## config.mk

```make
export PLATFORM = sky130hd
export DESIGN_NAME = riscv_core_dcache_writeback_buffer
export DESIGN_NICKNAME = d
export VERILOG_FILES = /design/src/rtl/riscv_core_dcache_writeback_buffer.sv
export SDC_FILE = /design/constraint.sdc
export NUM_CORES = 1
export LEC_CHECK = 0
export CORE_AREA = 5 5 394 396
export DETAILED_ROUTE_END_ITERATION = 8
export DIE_AREA = 0 0 399 401
export PLACE_DENSITY_LB_ADDON = 0.3
export SLEW_MARGIN = 0
export SYNTH_ARGS = -nofsm -noshare
export SYNTH_HDL_FRONTEND = slang
export SYNTH_SLANG_ARGS = --single-unit
```

## constraint.sdc

```tcl
create_clock -name i_clk -period 14.9 [get_ports i_clk]
set_input_delay 2.98 -clock i_clk [delete_from_list [all_inputs] [get_ports i_clk]]
set_output_delay 2.98 -clock i_clk [all_outputs]
set_load 0.02 [all_outputs]
```

## src/rtl/riscv_core_dcache_writeback_buffer.sv

```systemverilog
// Victim write-back buffer: queues dirty evictions and drains each one as an AXI4 INCR burst.
// Build option DCACHE_WB_FORWARD_EN returns the youngest matching entry's data on the lookup port.
module riscv_core_dcache_writeback_buffer #(
    parameter int unsigned ADDR_WIDTH     = 64,
    parameter int unsigned BLOCK_WIDTH    = 256,
    parameter int unsigned AXI_DATA_WIDTH = 256,
    parameter int unsigned DEPTH          = 2,
    parameter int unsigned LINE_OFFSET    = 5
) (
    input  logic                        i_clk,
    input  logic                        i_rst,
    input  logic                        i_wb_valid,
    output logic                        o_wb_ready,
    input  logic [ADDR_WIDTH-1:0]       i_wb_addr,
    input  logic [BLOCK_WIDTH-1:0]      i_wb_block,
    input  logic [ADDR_WIDTH-1:0]       i_lookup_addr,
    output logic                        o_lookup_hit,
    output logic [BLOCK_WIDTH-1:0]      o_lookup_block,
    output logic                        o_empty,
    output logic                        o_wb_error,
    output logic                        o_awvalid,
    input  logic                        i_awready,
    output logic [ADDR_WIDTH-1:0]       o_awaddr,
    output logic [7:0]                  o_awlen,
    output logic [2:0]                  o_awsize,
    output logic [1:0]                  o_awburst,
    output logic                        o_wvalid,
    input  logic                        i_wready,
    output logic [AXI_DATA_WIDTH-1:0]   o_wdata,
    output logic [AXI_DATA_WIDTH/8-1:0] o_wstrb,
    output logic                        o_wlast,
    input  logic                        i_bvalid,
    output logic                        o_bready,
    input  logic [1:0]                  i_bresp
);

    localparam int unsigned BEATS  = BLOCK_WIDTH / AXI_DATA_WIDTH;
    localparam int unsigned PTR_W  = $clog2(DEPTH);
    localparam int unsigned CNT_W  = $clog2(DEPTH + 1);
    localparam int unsigned BEAT_W = (BEATS > 1) ? $clog2(BEATS) : 1;
    localparam int unsigned SIZE   = $clog2(AXI_DATA_WIDTH / 8);

    localparam logic [CNT_W-1:0]      FULL_CNT  = CNT_W'(DEPTH);
    localparam logic [BEAT_W-1:0]     LAST_BEAT = BEAT_W'(BEATS - 1);
    localparam logic [ADDR_WIDTH-1:0] LINE_MASK =
        {{(ADDR_WIDTH-LINE_OFFSET){1'b1}}, {LINE_OFFSET{1'b0}}};

    typedef enum logic [1:0] {
        IDLE,
        SEND,
        RESP
    } state_t;

    state_t                 state;
    logic [PTR_W-1:0]       rd_ptr;
    logic [PTR_W-1:0]       wr_ptr;
    logic [CNT_W-1:0]       count;
    logic [DEPTH-1:0]       entry_valid;
    logic [ADDR_WIDTH-1:0]  entry_addr  [DEPTH];
    logic [BLOCK_WIDTH-1:0] entry_block [DEPTH];
    logic [BLOCK_WIDTH-1:0] head_block;
    logic [BEAT_W-1:0]      beat;
    logic                   aw_done;
    logic                   w_done;
    logic                   push;
    logic                   pop;
    logic                   aw_hs;
    logic                   w_hs;
    logic [PTR_W-1:0]       idx;
    logic                   unused_lookup_bits;

    assign o_wb_ready = (count < FULL_CNT);
    assign push       = i_wb_valid & o_wb_ready;
    assign pop        = o_bready & i_bvalid;
    assign aw_hs      = o_awvalid & i_awready;
    assign w_hs       = o_wvalid & i_wready;
    assign o_empty    = (count == '0) && (state == IDLE);

    assign o_awaddr   = entry_addr[rd_ptr];
    assign o_awlen    = 8'(BEATS - 1);
    assign o_awsize   = 3'(SIZE);
    assign o_awburst  = 2'b01;
    assign o_wstrb    = '1;
    assign head_block = entry_block[rd_ptr];

    assign unused_lookup_bits = ^i_lookup_addr[LINE_OFFSET-1:0];

    always_ff @(posedge i_clk or posedge i_rst) begin
        if (i_rst) begin
            rd_ptr      <= '0;
            wr_ptr      <= '0;
            count       <= '0;
            entry_valid <= '0;
        end else begin
            if (push) begin
                entry_valid[wr_ptr] <= 1'b1;
                wr_ptr              <= wr_ptr + 1'b1;
            end
            if (pop) begin
                entry_valid[rd_ptr] <= 1'b0;
                rd_ptr              <= rd_ptr + 1'b1;
            end
            case ({push, pop})
                2'b10:   count <= count + 1'b1;
                2'b01:   count <= count - 1'b1;
                default: count <= count;
            endcase
        end
    end

    always_ff @(posedge i_clk) begin
        if (push) begin
            entry_addr[wr_ptr]  <= i_wb_addr & LINE_MASK;
            entry_block[wr_ptr] <= i_wb_block;
        end
    end

    always_ff @(posedge i_clk or posedge i_rst) begin
        if (i_rst) begin
            state      <= IDLE;
            o_awvalid  <= 1'b0;
            o_wvalid   <= 1'b0;
            o_wlast    <= 1'b0;
            o_bready   <= 1'b0;
            o_wb_error <= 1'b0;
            beat       <= '0;
            aw_done    <= 1'b0;
            w_done     <= 1'b0;
        end else begin
            o_wb_error <= 1'b0;
            case (state)
                IDLE: begin
                    if (count != '0) begin
                        state     <= SEND;
                        o_awvalid <= 1'b1;
                        o_wvalid  <= 1'b1;
                        o_wlast   <= (BEATS == 1);
                        beat      <= '0;
                        aw_done   <= 1'b0;
                        w_done    <= 1'b0;
                    end
                end
                SEND: begin
                    if (aw_hs) begin
                        o_awvalid <= 1'b0;
                        aw_done   <= 1'b1;
                    end
                    if (w_hs) begin
                        if (o_wlast) begin
                            o_wvalid <= 1'b0;
                            o_wlast  <= 1'b0;
                            w_done   <= 1'b1;
                        end else begin
                            beat    <= beat + 1'b1;
                            o_wlast <= ((beat + 1'b1) == LAST_BEAT);
                        end
                    end
                    // AW and W finish in either order; leave once both have completed
                    if ((aw_done || aw_hs) && (w_done || (w_hs && o_wlast))) begin
                        state    <= RESP;
                        o_bready <= 1'b1;
                    end
                end
                RESP: begin
                    if (i_bvalid) begin
                        state      <= IDLE;
                        o_bready   <= 1'b0;
                        o_wb_error <= (i_bresp != 2'b00);
                    end
                end
                default: state <= IDLE;
            endcase
        end
    end

    always_comb begin
        o_wdata = '0;
        for (int unsigned k = 0; k < BEATS; k++) begin
            if (beat == BEAT_W'(k)) begin
                o_wdata = head_block[k*AXI_DATA_WIDTH +: AXI_DATA_WIDTH];
            end
        end
    end

    // Scan oldest to youngest so the last match wins as the youngest copy
    always_comb begin
        o_lookup_hit   = 1'b0;
        o_lookup_block = '0;
        idx            = '0;
        for (int unsigned k = 0; k < DEPTH; k++) begin
            idx = rd_ptr + PTR_W'(k);
            if (entry_valid[idx] &&
                (entry_addr[idx][ADDR_WIDTH-1:LINE_OFFSET] ==
                 i_lookup_addr[ADDR_WIDTH-1:LINE_OFFSET])) begin
                o_lookup_hit = 1'b1;
`ifdef DCACHE_WB_FORWARD_EN
                o_lookup_block = entry_block[idx];
`else
                o_lookup_block = '0;
`endif
            end
        end
    end

endmodule

```

# Word-level counts from Yosys, hierarchy flattened
# Memories as Yosys holds them, arrays and structs flattened.
# Cells that the tools add are included.
[classes]
muxes = 43
reduce_logical = 22
bitwise = 8
n_eq_ne = 13
n_addsub = 5
n_lt_le_gt_ge = 6
[op_table]
columns = ["cell", "count"]
rows = [
  ["$mux 256", 1],
  ["$eq 59x59->1", 2],
  ["$mux 1", 26],
  ["$pmux 1 s2", 7],
  ["$ne 2x2->1 const B", 6],
  ["$reduce_and 3->1", 4],
  ["$mux 2", 5],
  ["$reduce_bool 2->1", 5],
  ["$reduce_and 4->1", 2],
  ["$logic_and 1x1->1", 7],
  ["$lt 1x2->1 const B", 3],
  ["$pmux 2 s3", 1],
  ["$and 1x1->1", 4],
  ["$eq 2x1->1 const B", 2],
  ["$eq 2x2->1 const B", 2],
  ["$logic_not 2->1", 2],
  ["$pmux 2 s2", 1],
  ["$add 1x1->1 const B", 3],
  ["$add 2x1->2 const B", 1],
  ["$and 2x2->2", 1],
  ["$demux 1 s1", 2],
  ["$ge 1x1->1 const B", 2],
  ["$logic_or 1x1->1", 2],
  ["$lt 2x2->1 const B", 1],
  ["5 further kinds", 5],
]
[totals]
n_memories = 2
input_bits = 392
mem_bits_rw = 630
reg_bits = 16
output_inout_bits = 629
[memory_table]
columns = ["memory", "words", "word_bits", "read_ports", "rd_ports_with_merged_regs", "write_ports", "line", "source"]
rows = [
  ["entry_block", 2, 256, 1, 0, 1, "60", "logic [BLOCK_WIDTH-1:0] entry_block [DEPTH];"],
  ["entry_addr", 2, 59, 2, 0, 1, "59", "logic [ADDR_WIDTH-1:0] entry_addr [DEPTH];"],
]

# Longest topological paths before layout
[depth]
depth_word = 8
ltp_mapped = 10

# Least setup slack after synthesis
# OpenSTA, ideal clock, no wires.
[synth_path]
path_type = "input -> register"
from = "in i_wb_valid"
to = "mem entry_addr[0][0] (netlist bit) (enable)"
cell_stages = 2
path_buffers = 0
setup_slack_ps = -2259
arrival_ps = 16159
path_cell_list = "nand2_1 nor2_1"
[synth_between]
elab_chain_len = 3
[synth_lines]
columns = ["element", "line", "source"]
rows = [
  ["start, declared", "12", "input logic i_wb_valid,"],
  ["$and 1x1->1", "73", "assign push = i_wb_valid & o_wb_ready;"],
  ["$mux 1", "112", "if (push) begin"],
  ["$mux 1 (not written as such)", "113", "entry_addr[wr_ptr] <= i_wb_addr & LINE_MASK;"],
  ["end, declared", "59", ""],
]
# Every way passes these cells.

# Final worst setup path
[layout_path]
from = "in i_lookup_addr[53]"
to = "out o_lookup_hit"
[layout_between]
elab_chain_len = 4
elab_cells_between_ends = 6
cone_classes = "2 x eq/ne; 2 x mux; 2 x reduce/logical"
[layout_lines]
columns = ["element", "line", "source"]
rows = [
  ["start, declared", "16", "input logic [ADDR_WIDTH-1:0] i_lookup_addr,"],
  ["$eq 59x59->1", "193", "(entry_addr[idx][ADDR_WIDTH-1:LINE_OFFSET] =="],
  ["$logic_and 1x1->1", "192", "if (entry_valid[idx] &&"],
  ["$mux 1", "192", ""],
  ["$mux 1 *", "192", ""],
  ["end, declared", "17", "output logic o_lookup_hit,"],
]
# Mark *: on every way between the ends. The rest lies on a longest branch, timed or not.

==> flow_summary.ini <==
[clocking]
ctsResizeCount = 0
post_cts_buffers = 0
cts_root_buf = clkbuf_16
cts_buffers = 77
postCtsHoldBufs = 0
numClockSinks = 646
clk_latency_ps = 650
cts_tree = yes
clkTransAtPathRegs_ps = 60
clockBufferDepth = 3
cts_max_level = 3

[hold_path]
min_from = aw_done
hold_path_end = aw_done
holdCritPathClass = reg -> reg
holdPathStages = 2

[logic_synthesis]
yosysTopAreaCell = edfxtp_1
synth_top_area_share_pct = 66.43
ys_seq_elements = 646
syn_area_sq_mm = 0.02848
ys_types = 43
ys_warn_count = 0
syn_inst = 1891
syn_avg_cell_area_sq_um = 15.06
seq_area_frac_synth_pct = 67.83
synthTopCellsByArea = edfxtp_1 66%, mux2i_1 11%, buf_4 8.1%, nor2_1 3.6%, xor2_1 2.1%

[power_and_ir_drop]
power_mw = 7.560
powerDensity_mw_per_mm2 = 193.2
ir_drop_mv = 0.1117
p_leak_nw = 14.22

[route]
initialDrtViolationCount = 712
vias = 16743
first_pass_iters = 4
vias_per_cell = 3.549
ant_nets = 0
drc = 0
wl_mm = 91.80
detail_route.wl_per_cell_microns = 19.46

[sta]
tightestPinTransition_ps = 1057
fin_tns_setup_ps = 0
max-slew-margin-rel_pct = 29.56
finClkSkew_ps = 41.60
rsz0062_at_grt = false
max_freq_ghz = 0.1090
hold-worst-slack_ps = 510.8
finalHoldViolCount = 0
post-route-period-util_pct = 61.59
drv_slew = 0
timing.final.ws_setup_ps = 5724
layout_min_cycle_time_ps = 9176
setup_viol = 0

[critical_path]
worstSetupStartpoint = i_lookup_addr[53]
worstPathArrival_ps = 6200
reg2reg_to = entry_block[0][116]
critPathKind = in -> out
crit_path_end_kind = primary output
worstRegToRegCells = 6
critical_path_required_ps = 11920
crit_buf_inv = 2
cpLargestDelayFamily = buffers and inverters
cp_common_cell = clkdlybuf4s50_1
worst-path-max-fanout = 3
slowest_delay_ps = 740
slowest_stage = clkdlybuf4s50_1
cp-start-kind = input port
reg2reg_slack_ps = 11390
path_cells = clkdlybuf4s50_1, xor2_1, nor4_1, nand4_1, or3_1, o22ai_1, clkdlybuf4s50_1
r2r_start = count[1]

[die]
start_util_pct = 18.84
io-pin-count = 1021
die-width_microns = 399
die_area_sq_mm = 0.1600
die_h_microns = 401
core_area_sq_mm = 0.1512
row_count = 143

[global_routing]
grt_pass1_vias = 17197
gr-total-overflow = 0
grt_max_degree = 143
grt_usage_pct = 10.89
antenna_found_initial = 47
grt_first_pass_wirelength_mm = 126.1

[final_layout]
fillerInstances = 15747
nets = 3011
syn_to_final_growth_pct = 37.42
postLayoutCellArea_sq_mm = 0.03914
utilization_pct = 25.89
finalNonFillerCells = 4718
drive_gt1_share_pct = 6.617

[flow_run]
maxCapViolations = 0

[run_status]
status = finished clean

[placed_design]
io_buffers = 704
place.gp.congestion = 0.8101
postPlaceCellArea_sq_mm = 0.03673
pre_cts_ws_ps = 5597
hpwl_mm = 67.52
dp_cells = 4569
## registers in the layout, indices dropped and copies added, names as in the netlist, 2 cells and up
register / cells
state: 2
count: 2
entry_valid: 2
entry_addr: 118
entry_block: 512
## synth_stat cells, drive strengths merged
library cell and instances:
edfxtp 630, buf 346, mux2i 319, nor2 273, xor2 68, mux2 55
xnor2 37, clkbuf 31, nor4 19, dfrtp 16, inv 15, nand2 15
nand4 13, a21oi 7, o21ai 5, a21o 4, nand2b 4, a2bb2oi 3
nand4b 3, o22ai 3, a22o 2, a31oi 2, conb 2, nor3b 2
o211ai 2, o221ai 2, a2111oi 1, a22oi 1, and3 1, and4 1
ha 1, nand3 1, nand3b 1, nor2b 1, nor3 1, o22a 1
or2 1, or3 1, or4 1
## cells in the final DEF (no fill, tap or decap), drive strengths merged, types with 19 or more instances in the layout
cell type / n
clkbuf: 98
conb: 306
clkdlybuf4s50: 704
xor2: 68
clkinv: 28
mux2i: 319
xnor2: 37
mux2: 55
edfxtp: 630
nor2: 273
nor4: 19
## metal layers
layer  global-route usage (%)  part of all wire [%]
met5                        0                  0.36
met4                    3.460                   2.5
met3                    5.385                    12
met2                    18.37                    48
met1                    12.00                    38
## worst reg2reg max path: cells and delay by family (launching register included)
kind,cells,cell delay [ps]
AND/OR/NAND/NOR,2,620
buffers and inverters,4,2050
flip-flops,1,370
## worst max-delay path by stage
stage | to | cells after the start
2_1_floorplan | entry_addr[0][0] | 2
3_3_place_gp | o_lookup_hit | 7
3_5_place_dp | o_lookup_hit | 7
4_1_cts | o_lookup_hit | 7
5_1_grt | o_lookup_hit | 7
6_report | o_lookup_hit | 7
## final cells by class
type | count | area [sq um] | area share [%]
Antenna cell | 13 | 32.53 | 0.08312
Clock buffer | 98 | 2006 | 5.125
Clock inverter | 38 | 369.1 | 0.9431
Inverter | 15 | 56.30 | 0.1439
Multi-Input combinational cell | 1157 | 7571 | 19.34
Sequential cell | 646 | 19330 | 49.38
Tap cell | 2030 | 2540 | 6.490
Timing Repair Buffer | 721 | 7237 | 18.49
## report_power, final
part | internal [mW] | switching, mW
clock network | 1.01 | 0.768
registers | 2.38 | 0.136
logic | 1.32 | 1.93
## kinds of logic after synthesis
group	Yosys count	synth area share, %
multiplexers	374	13.49
AO/OA/AOI/OAI	33	0.8040
other	2	0.02637
XOR/XNOR	105	3.229
buffers and inverters	392	9.634
flip-flops	646	67.83
AND/OR/NAND/NOR	338	4.938
adder cells (fa/ha/maj)	1	0.04393
No activity file was read; power rests on OpenSTA's default activity.
